File: config.mk
export PLATFORM = sky130hd
export DESIGN_NAME = serial_sub_n
export DESIGN_NICKNAME = d
export VERILOG_FILES = /design/src/rtl/serial_sub_n.sv
export SDC_FILE = /design/constraint.sdc
export NUM_CORES = 1
export LEC_CHECK = 0
export CAP_MARGIN = 40
export CORE_UTILIZATION = 53
export CTS_BUF_LIST = sky130_fd_sc_hd__clkbuf_16
export CTS_CLUSTER_DIAMETER = 80
export DETAILED_ROUTE_END_ITERATION = 7
export PLACE_DENSITY = 0.8
export SYNTH_ARGS = -nofsm -noshare
export SYNTH_HDL_FRONTEND = slang
export SYNTH_SLANG_ARGS = --single-unit
File: constraint.sdc
create_clock -name clk -period 3.5 [get_ports clk]
set_input_delay 0.525 -clock clk [delete_from_list [all_inputs] [get_ports clk]]
set_output_delay 0.525 -clock clk [all_outputs]
set_load 0.02 [all_outputs]
File: src/rtl/serial_sub_n.sv
// Digit-serial subtractor: d = x - y - bin, DIGIT bits per cycle, LSB slice first.
// Define SERIAL_SUB_OVF_EN to add the signed-overflow output ovf.
module serial_sub_n #(
  parameter int unsigned WIDTH = 32,
  parameter int unsigned DIGIT = 4
) (
  input  logic             clk,
  input  logic             rst_n,
  input  logic             start,
  input  logic [WIDTH-1:0] x,
  input  logic [WIDTH-1:0] y,
  input  logic             bin,
  output logic             busy,
  output logic             done,
  output logic [WIDTH-1:0] d,
`ifdef SERIAL_SUB_OVF_EN
  output logic             ovf,
`endif
  output logic             bout
);

  localparam int unsigned N  = WIDTH / DIGIT;
  localparam int unsigned CW = (N > 1) ? $clog2(N) : 1;

  typedef enum logic [1:0] {StIdle, StRun, StDone} state_e;

  state_e           state_q, state_d;
  logic [CW-1:0]    cnt_q, cnt_d;
  logic [WIDTH-1:0] x_q, y_q, r_q, r_d, d_q;
  logic             borrow_q, borrow_d, bout_q;
  logic [WIDTH-1:0] x_sh, y_sh, slice_ext;
  logic [DIGIT:0]   diff;
  logic             last;

  // One slice per cycle; the top bit of the widened difference is the slice borrow.
  always_comb begin
    x_sh      = x_q >> (cnt_q * DIGIT);
    y_sh      = y_q >> (cnt_q * DIGIT);
    diff      = {1'b0, x_sh[DIGIT-1:0]} - {1'b0, y_sh[DIGIT-1:0]} - {{DIGIT{1'b0}}, borrow_q};
    borrow_d  = diff[DIGIT];
    slice_ext = WIDTH'(diff[DIGIT-1:0]);
    r_d       = r_q | (slice_ext << (cnt_q * DIGIT));
    last      = (cnt_q == CW'(N - 1));
  end

  always_comb begin
    state_d = state_q;
    cnt_d   = cnt_q;
    unique case (state_q)
      StIdle: begin
        if (start) begin
          state_d = StRun;
          cnt_d   = '0;
        end
      end
      StRun: begin
        cnt_d = last ? '0 : cnt_q + 1'b1;
        if (last) state_d = StDone;
      end
      StDone:  state_d = StIdle;
      default: state_d = StIdle;
    endcase
  end

  always_ff @(posedge clk or negedge rst_n) begin
    if (!rst_n) begin
      state_q  <= StIdle;
      cnt_q    <= '0;
      x_q      <= '0;
      y_q      <= '0;
      r_q      <= '0;
      borrow_q <= 1'b0;
      d_q      <= '0;
      bout_q   <= 1'b0;
    end else begin
      state_q <= state_d;
      cnt_q   <= cnt_d;
      if (state_q == StIdle && start) begin
        x_q      <= x;
        y_q      <= y;
        r_q      <= '0;
        borrow_q <= bin;
      end else if (state_q == StRun) begin
        r_q      <= r_d;
        borrow_q <= borrow_d;
        if (last) begin
          d_q    <= r_d;
          bout_q <= borrow_d;
        end
      end
    end
  end

`ifdef SERIAL_SUB_OVF_EN
  logic ovf_q;

  always_ff @(posedge clk or negedge rst_n) begin
    if (!rst_n) begin
      ovf_q <= 1'b0;
    end else if (state_q == StRun && last) begin
      ovf_q <= (x_q[WIDTH-1] != y_q[WIDTH-1]) && (r_d[WIDTH-1] != x_q[WIDTH-1]);
    end
  end

  assign ovf = ovf_q;
`endif

  assign busy = (state_q != StIdle);
  assign done = (state_q == StDone);
  assign d    = d_q;
  assign bout = bout_q;

endmodule
==> results of run 1 <==
[stage by stage]
stage | instances | cell area [µm²] | setup slack [ps] | power, mW
global route | 850 | 7690 | 40.9 | 9.58
CTS | 850 | 7690 | 248 | 9.04
global placement | 816 | 7090 | 421 | 7.07
detailed placement | 818 | 7140 | 328 | 7.28
finish | 850 | 7690 | 279 | 9.02
floorplan | 600 | 5940 | 295 | 5.91
[worst max-delay path, stage by stage (launching register included)]
cell and delay [ps]:
dfrtp_2 480, buf_4 310, mux4_2 540, mux2i_1 260
fa_1 280, ha_1 240, nor3b_1 240, xnor2_1 140
mux2i_4 430, o31ai_1 160
[final timing paths]
path                       startpoint      end  cells past startpoint
setup / recovery             cnt_q[0]    d[23]                      9
hold reg to reg                x_q[4]   x_q[4]                      2
min in group clk               x_q[4]   x_q[4]                      2
max in group asynchronous       rst_n     d[0]                      2
hold / removal                  rst_n  y_q[17]                      1
setup reg to reg             cnt_q[0]    d[23]                      9
[power by group]
part | internal, mW | switching (mW)
sequential | 2.27 | 0.454
clock | 0.974 | 0.685
combinational | 1.86 | 2.79
[per-layer routing]
layer	global-route usage (%)	up-vias	routed length [µm]	part of all wire [%]
met5	0	-	0	0
met1	34.9	2274	5930	42
met2	41.7	198	6780	49
met4	13.1	0	418	3.0
li1	-	2192	-	-
met3	6.30	35	839	6.0
[final cells by class]
class	count	area, µm²
Sequential cell	135	3380
Fill cell	812	3190
Multi-Input combinational cell	420	2390
Timing Repair Buffer	115	1160
Clock buffer	17	425
Tap cell	140	175
Clock inverter	15	131
Inverter	8	30.0
[registers in the layout (all words and copies together), names as in the netlist]
register,flops
d,32
r_q,32
x_q,32
bout,1
borrow_q,1
state_q,2
y_q,32
cnt_q,3
[logic make-up (layout without fill, tap and decap cells)]
family                   after synthesis  count (layout)  share of synthesized area [%]
adder cells (fa/ha/maj)                8               8                           1.94
AO/OA/AOI/OAI                         96              96                           9.43
AND/OR/NAND/NOR                      277             277                           18.8
multiplexers                          35              35                           9.35
flip-flops                           135             135                           56.9
XOR/XNOR                               4               4                          0.590
buffers and inverters                 45             155                           3.07
[cell usage in the layout (no fill, tap or decap), types with 3 or more instances in the layout]
cell,synthesis,final
clkdlybuf4s50_1,0,101
o21ai_0,41,41
a21oi_1,26,26
o21ai_1,4,4
buf_4,1,11
inv_1,8,8
a22o_1,10,10
o31ai_1,13,13
nand2_1,251,249
mux4_2,15,15
mux2_2,4,4
xnor2_1,4,4
nor2_1,4,4
nand3b_1,3,3
nor2b_1,3,3
ha_1,6,6
nor3b_2,2,3
mux2i_1,15,15
dfrtp_1,135,134
clkinvlp_4,0,7
clkbuf_16,0,17
==> metrics.md, run 1 <==
| Metric | Value |
|---|---|
| Clock transition at path regs | `60 ps` |
| Initial antenna violation count | `0` |
| Global-route wire length before repair | `23000 µm` |
| Fin. Hold Viols | `0` |
| Yosys cell types | `34` |
| Largest net degree at the start of global routing | `69` |
| Final ANT Viol Nets | `0` |
| Synth area leaders | `dfrtp_1 (57%), nand2_1 (16%), mux4_2 (5.7%), o21ai_0 (3.5%), mux2i_1 (2.5%)` |
| Yosys top cell by area | `dfrtp_1` |
| P per Cell Area | `about 1200 nW/µm²` |
| Die area | `around 12000 µm²` |
| Root Buffer | `clkbuf_16` |
| P&R area growth vs syn | `29.5%` |
| Layout cells sized above 1 | `approximately a tenth` |
| Site Rows | `38` |
| Reg2Reg Setup Slack | `roughly 280 ps` |
| Starting Density | `between 50 and 60%` |
| FF+latch count, synth | `135` |
| Sequential share of the synthesized area | `56.9%` |
| CTS H-Tree Depth | `4` |
| Final TNS setup | `0 ps` |
| Syn Std Cell Area | `about 6000 µm²` |
| N_diodes | `0` |
| Average size of a mapped cell | `between 9 and 10 µm²` |
| WL final | `roughly 14000 µm` |
| # hold bufs at CTS | `0` |
| Post-synth top cells | `nand2_1 (251), dfrtp_1 (135), o21ai_0 (41)` |
| Cells after Synth | `600` |
| Placed wire-length estimate | `about 9300 µm` |
| Crit path arrival time | `about 3500 ps` |
| CTS tree | `done` |
| Max Cap Viol | `0` |
| Slew Viols, Final | `0` |
| Number of synthesized flops with an enable pin | `0` |
| Top-area cell type share of the netlist area | `56.9%` |
| GPL Wtd Cong | `approximately 0.79` |
| Via count | `roughly 4700` |
| Leak | `around 3.6 nW` |
| Die height | `between 100 and 150 µm` |
| Worst vdd ir | `626 µV` |
| Worst Setup End Kind | `register` |
| Post-CTS Setup Bufs | `0` |
| Die W | `roughly 110 µm` |
| Vias in the first global route | `4658` |
| IO buf count | `a little over 100` |
| Slew Limit Headroom | `a little under three fifths` |
| Gr ovfl total | `0` |
| Fin Hold WS | `roughly 90 ps` |
| Post-synth top flop | `dfrtp_1` |
| Status | `finished, final reports clean` |
| Synth async-reset ratio | `between 90% and 100%` |
| Io pins | `between 100 and 150` |
| Overall routing resource usage | `about a quarter` |
| Average wire per standard cell | `about 16 µm` |
| Fin crit share | `approximately 92%` |
| Max Freq | `between 300 and 400 MHz` |
| Synth warnings | `0` |
| Startpoint types | `register` |
| Total core area | `10900 µm²` |
| Setup CP Type | `reg2reg` |
| Largest fanout on the critical path | `18` |
| Required @ worst endpoint | `3780 ps` |
| Tmin final | `3220 ps` |
| Post-Syn Nets | `about 680` |
| Worst hold-check path type | `in2async` |
| Clock sink count | `135` |
| Initial DRC count | `between 200 and 300` |
| Most frequent cell after synthesis | `nand2_1` |
| Tightest Pin Transition | `between 600 and 700 ps` |
| Num CTS Buffers | `17` |
| Post-CTS Resized | `0` |
| DRC viols | `0` |
| Final #Nets | `between 700 and 800` |
| Final core occ | `70.7%` |
| Endpoints failing setup | `0` |
| Clock Path Buffers | `2` |
| Skew final | `7.79 ps` |
| RSZ-0062 raised after global routing | `no` |
| Via-to-Cell Ratio | `approximately 5.5` |
| Clock Latency Late Sink | `about 420 ps` |
| DRT Pass-1 Iters | `5` |
Note: power is estimated with default switching activity, not from simulation.
==> run 2, diff against run 1 <==
--- a/config.mk
+++ b/config.mk
@@ -7,7 +7,6 @@
 export LEC_CHECK = 0
 export CAP_MARGIN = 40
 export CORE_UTILIZATION = 53
-export CTS_BUF_LIST = sky130_fd_sc_hd__clkbuf_16
 export CTS_CLUSTER_DIAMETER = 80
 export DETAILED_ROUTE_END_ITERATION = 7
 export PLACE_DENSITY = 0.8
==> run 2 against run 1 <==
Effect of this change:
- count of clock-buffer cells in the layout is 1 higher
- final cell count grew 0.12%
- combinational power barely moved
- routed wire length is 1.3% higher
- clock power is essentially flat
==> metrics.md, run 2 (synthesis gave the netlist of run 1 again) <==
| Metric | Value |
|---|---|
| Via count | `4722 (was 4699)` |
| Root Buffer | `clkbuf_8 (was clkbuf_16)` |
| Initial antenna violation count | `0 (unchanged)` |
| Fillers | `815 (was 812)` |
| DP Worst Slack | `328 ps (unchanged)` |
| Top routing layer used | `met4 (unchanged)` |
| Initial DRC count | `286 (was 282)` |
| GPL Wtd Cong | `0.792 (unchanged)` |
| Layout cells sized above 1 | `10.3% (was 10.1%)` |
| Clock sink count | `135 (unchanged)` |
| Io pins | `103 (unchanged)` |
| Status | `finished, final reports clean (unchanged)` |
| Largest fanout on the critical path | `18 (unchanged)` |
| Site Rows | `38 (unchanged)` |
| Tightest Pin Transition | `652 ps (was 637 ps)` |
| Final TNS setup | `0 ps (unchanged)` |
| Endpoints failing setup | `0 (unchanged)` |
| Via-to-Cell Ratio | `5.55 (was 5.53)` |
| Die W | `108 µm (unchanged)` |
| DRT Pass-1 Iters | `5 (unchanged)` |
| P&R area growth vs syn | `29.6% (was 29.5%)` |
| Average wire per standard cell | `16.6 µm (was 16.4 µm)` |
| Global-route wire length before repair | `23200 µm (was 23000 µm)` |
| DRC viols | `0 (unchanged)` |
| Startpoint types | `register (unchanged)` |
| CTS tree | `done (unchanged)` |
| CTS H-Tree Depth | `4 (unchanged)` |
| Vias in the first global route | `4687 (was 4658)` |
| IO buf count | `102 (unchanged)` |
| Required @ worst endpoint | `3890 ps (was 3780 ps)` |
| Post-CTS Setup Bufs | `0 (unchanged)` |
| Most common cell after layout, fill and taps aside | `nand2_1 (unchanged)` |
| Fin. Hold Viols | `0 (unchanged)` |
| Min setup slack post-route | `237 ps (was 279 ps)` |
| Worst vdd ir | `629 µV (was 626 µV)` |
| Routed met3 length | `955 µm (was 839 µm)` |
| Starting Density | `54.6% (unchanged)` |
| Largest net degree at the start of global routing | `69 (unchanged)` |
| Setup CP Type | `reg2reg (unchanged)` |
| RSZ-0062 raised after global routing | `no (unchanged)` |
| WL final | `14100 µm (was 14000 µm)` |
| N_diodes | `0 (unchanged)` |
| Clock transition at path regs | `60 ps (about the same)` |
| Worst Setup End Kind | `register (unchanged)` |
| Most frequent cells in the layout | `nand2_1 (249), dfrtp_1 (134), clkdlybuf4s50_1 (101) (unchanged)` |
| Worst hold-check path type | `reg2reg (was in2async)` |
| Fin crit share | `93.2% (was 92.0%)` |
| Clock Latency Late Sink | `540 ps (was 420 ps)` |
| Num CTS Buffers | `17 (unchanged)` |
| Max Cap Viol | `0 (unchanged)` |
| Die height | `108 µm (unchanged)` |
| Slew Viols, Final | `0 (unchanged)` |
| Tmin final | `3260 ps (was 3220 ps)` |
| Largest stage delay, worst path | `550 ps (was 540 ps)` |
| Overall routing resource usage | `27.0% (was 26.6%)` |
| Die area | `11600 µm² (unchanged)` |
| Final ANT Viol Nets | `0 (unchanged)` |
| Slew Limit Headroom | `56.4% (was 57.3%)` |
| Slowest-stage cell, CP | `mux4_2 (unchanged)` |
| Crit path arrival time | `3650 ps (was 3500 ps)` |
| Max Freq | `306 MHz (was 310 MHz)` |
| Final core occ | `70.7% (about the same)` |
| Gr ovfl total | `0 (unchanged)` |
| Final #Nets | `774 (was 773)` |
| Met2 wire length | `6910 µm (was 6780 µm)` |
| Leak | `3.64 nW (about the same)` |
| Total core area | `10900 µm² (unchanged)` |
| P per Cell Area | `1170 nW/µm² (about the same)` |
| Placed wire-length estimate | `9260 µm (unchanged)` |
| Skew final | `10.3 ps (was 7.79 ps)` |
| Fin Hold WS | `475 ps (was 89.7 ps)` |
| Clock Path Buffers | `2 (unchanged)` |
| CP cell instances | `buf_4 > mux4_2 > mux2i_1 > fa_1 > ha_1 > nor3b_1 > xnor2_1 > mux2i_4 > o21ai_1 (was buf_4 > mux4_2 > mux2i_1 > fa_1 > ha_1 > nor3b_1 > xnor2_1 > mux2i_4 > o31ai_1)` |
| M1 WL | `5880 µm (was 5930 µm)` |
-- run 2: power breakdown --
| part | switching, mW | internal, mW |
|---|---|---|
| Clock | 0.690 | 0.962 |
| Combinational | 2.80 | 1.86 |
| Sequential | 0.460 | 2.27 |
| Total | 3.95 | 5.09 |
-- run 2: layer usage --
layer  global-route usage, %  up-vias
li1                        -     2198
met1                    35.4     2267
met2                    42.4      222
met3                    6.17       35
met4                    13.4        0
met5                       0        -
-- run 2: path summary, 6_finish.rpt --
path | start | to | slack [ps] | cells past startpoint
setup reg to reg | cnt_q[0] | d[11] | 240 | 9
hold / removal | x_q[4] | x_q[4] | 470 | 2
setup / recovery | cnt_q[0] | d[11] | 240 | 9
max in group asynchronous | rst_n | r_q[28] | 2340 | 3
hold reg to reg | x_q[4] | x_q[4] | 470 | 2
min in group asynchronous | rst_n | y_q[17] | 530 | 2
-- run 2: what timing repair did --
| item | 4_1_cts | 5_1_grt |
|---|---|---|
| setup endpoints to repair | 0 | 0 |
| resized for setup | 0 | 0 |
| hold endpoints to repair | 36 | 0 |
| hold buffers | 1 | 0 |
-- run 2: final cells by class --
| class | count | area, µm² | area share (%) |
|---|---|---|---|
| clock buffers | 18 | 428 | 5.56 |
| flip-flops and latches | 135 | 3380 | 43.9 |
| clock inverters | 14 | 128 | 1.66 |
| repair buffers | 116 | 1170 | 15.2 |
| inverters | 8 | 30.0 | 0.390 |
| multi-input cells | 420 | 2390 | 31.0 |
| well taps | 140 | 175 | 2.27 |
-- run 2: stage by stage --
step / instances / power (mW) / area [µm²]
finish: 851 / 9.04 / 7700
global route: 851 / 9.58 / 7700
CTS: 851 / 9.03 / 7700
detailed placement: 818 / 7.28 / 7140
global placement: 816 / 7.07 / 7090
floorplan: 600 / 5.91 / 5940
-- run 2: critical path: cells and delay by family (launching register included) --
kind,cells,cell delay [ps]
compound gates,1,170
xor+xnor,1,140
fa+ha+maj,2,520
buf+inv,1,310
flops,1,480
mux,3,1250
simple gates,1,240
